### src/rtl/stream_demux1_2_pkg.sv
// Shared definitions for the 1:2 stream demux: FSM state encoding and destination select helper.
package stream_demux1_2_pkg;

  localparam int STATE_W = 2;

  typedef enum logic [STATE_W-1:0] {
    ST_IDLE  = 2'd0,
    ST_LOCK0 = 2'd1,
    ST_LOCK1 = 2'd2
  } state_t;

  // Destination is free-running on in_sel only between packets; a locked packet pins it.
  function automatic logic dest_of(input state_t st, input logic sel);
    case (st)
      ST_LOCK0: dest_of = 1'b0;
      ST_LOCK1: dest_of = 1'b1;
      default:  dest_of = sel;
    endcase
  endfunction

endpackage

### src/rtl/stream_demux1_2_reg.sv
// One-entry valid/ready register slice carrying data plus a last flag.
module stream_reg #(
  parameter int DATA_W = 8
) (
  input  logic              clk,
  input  logic              rst_n,
  input  logic              push,
  input  logic              pop_ready,
  input  logic [DATA_W-1:0] d,
  input  logic              d_last,
  output logic              can_take,
  output logic              q_valid,
  output logic [DATA_W-1:0] q,
  output logic              q_last
);

  // Room exists if empty or the held beat leaves this cycle, so push+pop never bubbles.
  assign can_take = !q_valid | pop_ready;

  always_ff @(posedge clk or negedge rst_n) begin
    if (!rst_n) begin
      q_valid <= 1'b0;
      q       <= '0;
      q_last  <= 1'b0;
    end else if (push) begin
      q_valid <= 1'b1;
      q       <= d;
      q_last  <= d_last;
    end else if (pop_ready) begin
      q_valid <= 1'b0;
    end
  end

endmodule

### src/rtl/stream_demux1_2.sv
// 1-to-2 packet demux: destination picked by in_sel on a packet's first beat and held until in_last.
module stream_demux1_2
  import stream_demux1_2_pkg::*;
#(
  parameter int DATA_W = 8,
  parameter int CNT_W  = 16
) (
  input  logic              clk,
  input  logic              rst_n,
  input  logic              in_valid,
  output logic              in_ready,
  input  logic [DATA_W-1:0] in_data,
  input  logic              in_last,
  input  logic              in_sel,
  output logic              out0_valid,
  input  logic              out0_ready,
  output logic [DATA_W-1:0] out0_data,
  output logic              out0_last,
  output logic              out1_valid,
  input  logic              out1_ready,
  output logic [DATA_W-1:0] out1_data,
  output logic              out1_last,
  output logic [CNT_W-1:0]  cnt0,
  output logic [CNT_W-1:0]  cnt1,
  output logic [STATE_W-1:0] dbg_state
);

  // Handshake: a beat transfers on a cycle where valid & ready are both high; valid never
  // waits on ready, and a held output beat keeps data/last/valid stable until it transfers.
  state_t state;
  logic   dest;
  logic   can_take0;
  logic   can_take1;
  logic   accept;
  logic   push0;
  logic   push1;

  assign dest      = dest_of(state, in_sel);
  assign in_ready  = rst_n & (dest ? can_take1 : can_take0);
  assign accept    = in_valid & in_ready;
  assign push0     = accept & ~dest;
  assign push1     = accept & dest;
  assign dbg_state = state;

  always_ff @(posedge clk or negedge rst_n) begin
    if (!rst_n) begin
      state <= ST_IDLE;
    end else begin
      case (state)
        ST_IDLE: begin
          if (accept && !in_last) state <= in_sel ? ST_LOCK1 : ST_LOCK0;
        end
        ST_LOCK0, ST_LOCK1: begin
          if (accept && in_last) state <= ST_IDLE;
        end
        default: state <= ST_IDLE;
      endcase
    end
  end

  stream_reg #(.DATA_W(DATA_W)) u_out0 (
    .clk       (clk),
    .rst_n     (rst_n),
    .push      (push0),
    .pop_ready (out0_ready),
    .d         (in_data),
    .d_last    (in_last),
    .can_take  (can_take0),
    .q_valid   (out0_valid),
    .q         (out0_data),
    .q_last    (out0_last)
  );

  stream_reg #(.DATA_W(DATA_W)) u_out1 (
    .clk       (clk),
    .rst_n     (rst_n),
    .push      (push1),
    .pop_ready (out1_ready),
    .d         (in_data),
    .d_last    (in_last),
    .can_take  (can_take1),
    .q_valid   (out1_valid),
    .q         (out1_data),
    .q_last    (out1_last)
  );

  // Delivered-beat counters wrap naturally at 2^CNT_W.
  always_ff @(posedge clk or negedge rst_n) begin
    if (!rst_n) begin
      cnt0 <= '0;
      cnt1 <= '0;
    end else begin
      if (out0_valid && out0_ready) cnt0 <= cnt0 + CNT_W'(1);
      if (out1_valid && out1_ready) cnt1 <= cnt1 + CNT_W'(1);
    end
  end

endmodule

### config.mk
export PLATFORM = sky130hd
export DESIGN_NAME = stream_demux1_2
export DESIGN_NICKNAME = d
export VERILOG_FILES = /design/src/rtl/stream_demux1_2_pkg.sv /design/src/rtl/stream_demux1_2_reg.sv /design/src/rtl/stream_demux1_2.sv
export SDC_FILE = /design/constraint.sdc
export NUM_CORES = 1
export LEC_CHECK = 0
export ABC_AREA = 1
export BUFFER_PORTS_ARGS = -buffer_cell sky130_fd_sc_hd__buf_2
export CAP_MARGIN = 30
export CORE_ASPECT_RATIO = 0.5
export CORE_UTILIZATION = 40
export DETAILED_ROUTE_END_ITERATION = 16
export GPL_ROUTABILITY_DRIVEN = 0
export PLACE_DENSITY_LB_ADDON = 0.05
export SYNTH_ARGS = -nofsm -noshare
export SYNTH_HDL_FRONTEND = slang
export SYNTH_SLANG_ARGS = --single-unit
### constraint.sdc
create_clock -name clk -period 1.69 [get_ports clk]
set_input_delay 0.0845 -clock clk [delete_from_list [all_inputs] [get_ports clk]]
set_output_delay 0.0845 -clock clk [all_outputs]
set_load 0.03 [all_outputs]
==> key figures <==
Worst setup path
  • Setup crit end: in_ready
  • CP endpoint kind: output port
  • Critical path origin: dbg_state[0]$_DFFE_PN0P_
  • CP bufs+invs: 3
  • Largest stage delay, worst path: 0.37 ns
  • Origin of the critical flop-to-flop path: dbg_state[0]$_DFFE_PN0P_
  • Critical Path RT: 1.61 ns
  • Reg-to-Reg End: u_out0.q[5]$_DFFE_PN0P_
  • R2R cell count: 10
  • CP Cell Sequence: inv_2 > ha_4 > inv_4 > nand2_4 > nand2_4 > a21oi_4 > and2_4 > buf_6
  • Flop2flop setup slack: -0.01 ns
  • Instance count on the critical path: 8
  • CP most frequent cell: nand2_4
  • Crit start category: flip-flop
  • Critical path's slowest cell: dfrtp_2
  • Cell family with most CP delay: flip-flops
  • Crit path kind: reg -> out
  • Worst endpoint data arrival time: 1.63 ns
  • CP max FO: 4

STA
  • Crit share post-route: 102%
  • # setup viols final: 2
  • Fin. Hold Viols: 0
  • Worst Tran Pin Value: 0.698 ns
  • Hold_ws: 0.0110 ns
  • FMAX: 582 MHz
  • RSZ-0062 raised after global routing: true
  • Worst setup margin: -0.0291 ns
  • Final Skew: 0.00242 ns
  • Tmin final: 1.72 ns
  • Rel. slew slack: 53.5%
  • Max Slew Vio Count: 0

Power and ir drop
  • Psw: 0.00224 W
  • Power per cell area: 1590 mW/mm^2
  • Comb pwr share: 42.8%
  • Internal power: 0.00316 W
  • Leak: 1.88 nW
  • Clock power share: 22.0%
  • VDD IR max: 0.712 mV
  • Switching share of power: 41.5%
  • Share of power burned in registers: 35.2%

Die
  • Total core area: 0.00618 sq mm
  • Die Wd: 116 um
  • Starting density of the core: 42.2%
  • Die footprint: 0.00687 sq mm
  • # IOs: 70
  • Cell row count: 20
  • Chip height: 59.1 um

Status
  • Status: complete, but fails checks
  • Violated checks: setup timing

Drt
  • Vias/cell: 4.52
  • DR iter-0 viols: 99
  • Detailed-route wire length: 5.54 mm
  • DR DRC count: 0
  • Via count: 2044
  • Remaining antenna violation count: 0
  • Routed length per instance: 12.3 um
  • First-pass DRT Iterations: 4

Global route
  • First-pass GRT wire length: 8.78 mm
  • GRT Resource Usage Total: 17.2%
  • Largest net degree at the start of global routing: 55
  • Vias in the first global route: 1867
  • Gr ovfl total: 0
  • Initial antenna violation count: 0

Synth
  • Area leader, netlist: dfrtp_1
  • Register bit count reported by yosys: 54
  • Yosys warns: 0
  • Number of flops mapped to enable cells by yosys: 0
  • Cell Area, Synth: 0.00261 sq mm
  • Synth top area cells: dfrtp_1 52%, nand2_1 10%, xor2_1 6.4%
  • Asr flop ratio synth: 100%
  • Register area share after synthesis: 51.8%
  • Synth top cells by count: 72 x nand2_1, 54 x dfrtp_1, 37 x inv_1
  • Post-synth cell types: 27
  • Mean Syn Cell Area: 9.45 sq um
  • Post-Syn Nets: 295
  • Area share of the largest cell type after synthesis: 51.8%
  • Most common cell in the netlist: nand2_1
  • Cells after synthesis: 276
  • Predominant post-synthesis flop cell: dfrtp_1

Layout
  • Ant diodes: 0
  • Final Core Density: 55.1%
  • NumNets Final: 383
  • Layout cells sized above 1: 37.1%
  • Synth-to-layout area growth: 30.5%

Placement
  • IO Port Bufs: 69
  • DP HPWL: 3.88 mm
  • Worst slack at placement: -0.0539 ns

CTS
  • Root buffer cell: clkbuf_16
  • Clock Sinks: 54
  • H-tree levels: 2
  • Longest Clk Path Bufs: 2
  • CTS buffer count: 5
  • Clock slew at reported path FFs: 0.07 ns
  • Worst-Skew Late Latency: 0.29 ns
  • CTS tree: done

Run
  • Max Cap Violations: 0

Min path
  • Tightest Hold Check Type: in -> reg
## cells by family (layout without fill, tap and decap cells)
family / count (synthesis) / in the layout / share of synthesized area, %
buffers and inverters: 46 / 130 / 7.20
AND/OR/NAND/NOR: 121 / 125 / 22.4
adder cells (fa/ha/maj): 4 / 4 / 1.92
flip-flops: 54 / 54 / 51.8
AO/OA/AOI/OAI: 24 / 24 / 7.63
XOR/XNOR: 27 / 27 / 9.07
## how the worst min path moves through the flow
stage	start	end	cells past startpoint
6_report	out1_ready	u_out1.q_valid$_DFFE_PN0P_	2
5_1_grt	out1_ready	u_out1.q_valid$_DFFE_PN0P_	2
4_1_cts	out1_ready	u_out1.q_valid$_DFFE_PN0P_	2
3_5_place_dp	rst_n	cnt1[5]$_DFFE_PN0P_	2
3_3_place_gp	rst_n	cnt1[6]$_DFFE_PN0P_	2
2_1_floorplan	rst_n	cnt0[0]$_DFFE_PN0P_	0
## final cells by class
type	instances	area, sq um
clock buffers	6	139
flip-flops and latches	54	1350
inverters	44	168
fillers	569	2780
clock inverters	1	30.0
multi-input cells	180	1160
repair buffers	79	442
well taps	88	110
## state kept, by name, indices dropped and copies added, names as in the netlist
signal,flops
u_out1.q_valid,1
u_out0.q_last,1
cnt1,16
u_out0.q_valid,1
u_out1.q,8
u_out0.q,8
u_out1.q_last,1
dbg_state,2
cnt0,16
## repair_timing
item | CTS | global route
setup endpoints to repair | 19 | 22
cloned | 0 | 4
endpoints found under the hold margin | 23 | 0
pin swaps | 0 | 3
resized for setup | 1 | 7
hold buffers | 1 | 0
buffers inserted | 0 | 1
## per-layer routing
layer  vias up  GRT usage [%]  part of all wire [%]
met5         -              0                     0
met2        35           30.1                    49
met1       966           20.1                    45
met3         8           5.32                   4.7
met4         0           6.59                   1.2
li1       1035              -                     -
## power by group through the flow
stage                     sequential [W]  combinational (W)  clock [W]
after floorplan                  0.00261           0.000850          0
after detailed placement         0.00193            0.00218          0
after CTS                        0.00191            0.00219    0.00123
after global routing             0.00196            0.00251    0.00127
final                            0.00190            0.00231    0.00119
after global placement           0.00191            0.00214          0
## through the flow
stage          power [W]  cells  area, sq um  TNS (ns)
2_1_floorplan    0.00346    276         2630     -1.84
3_3_place_gp     0.00405    439         3120   -0.0149
3_5_place_dp     0.00411    439         3120    -0.577
4_1_cts          0.00533    447         3300    -0.842
5_1_grt          0.00574    452         3400     -1.29
6_report         0.00540    452         3400   -0.0368
## placed cells by master (no fill, tap or decap), types with 4 or more instances in the layout
| cell | netlist | final |
|---|---|---|
| buf_2 | 0 | 68 |
| buf_4 | 0 | 8 |
| clkbuf_16 | 0 | 5 |
| dfrtp_1 | 54 | 52 |
| inv_1 | 37 | 35 |
| inv_2 | 6 | 7 |
| nand2_1 | 72 | 70 |
| nand2_2 | 2 | 4 |
| nand3_1 | 11 | 11 |
| nand4_1 | 4 | 4 |
| nor2_1 | 15 | 15 |
| nor3_1 | 4 | 4 |
| o21ai_1 | 5 | 5 |
| o21ai_2 | 18 | 18 |
| xnor2_1 | 8 | 8 |
| xor2_1 | 19 | 19 |
No activity file was read; power rests on OpenSTA's default activity.
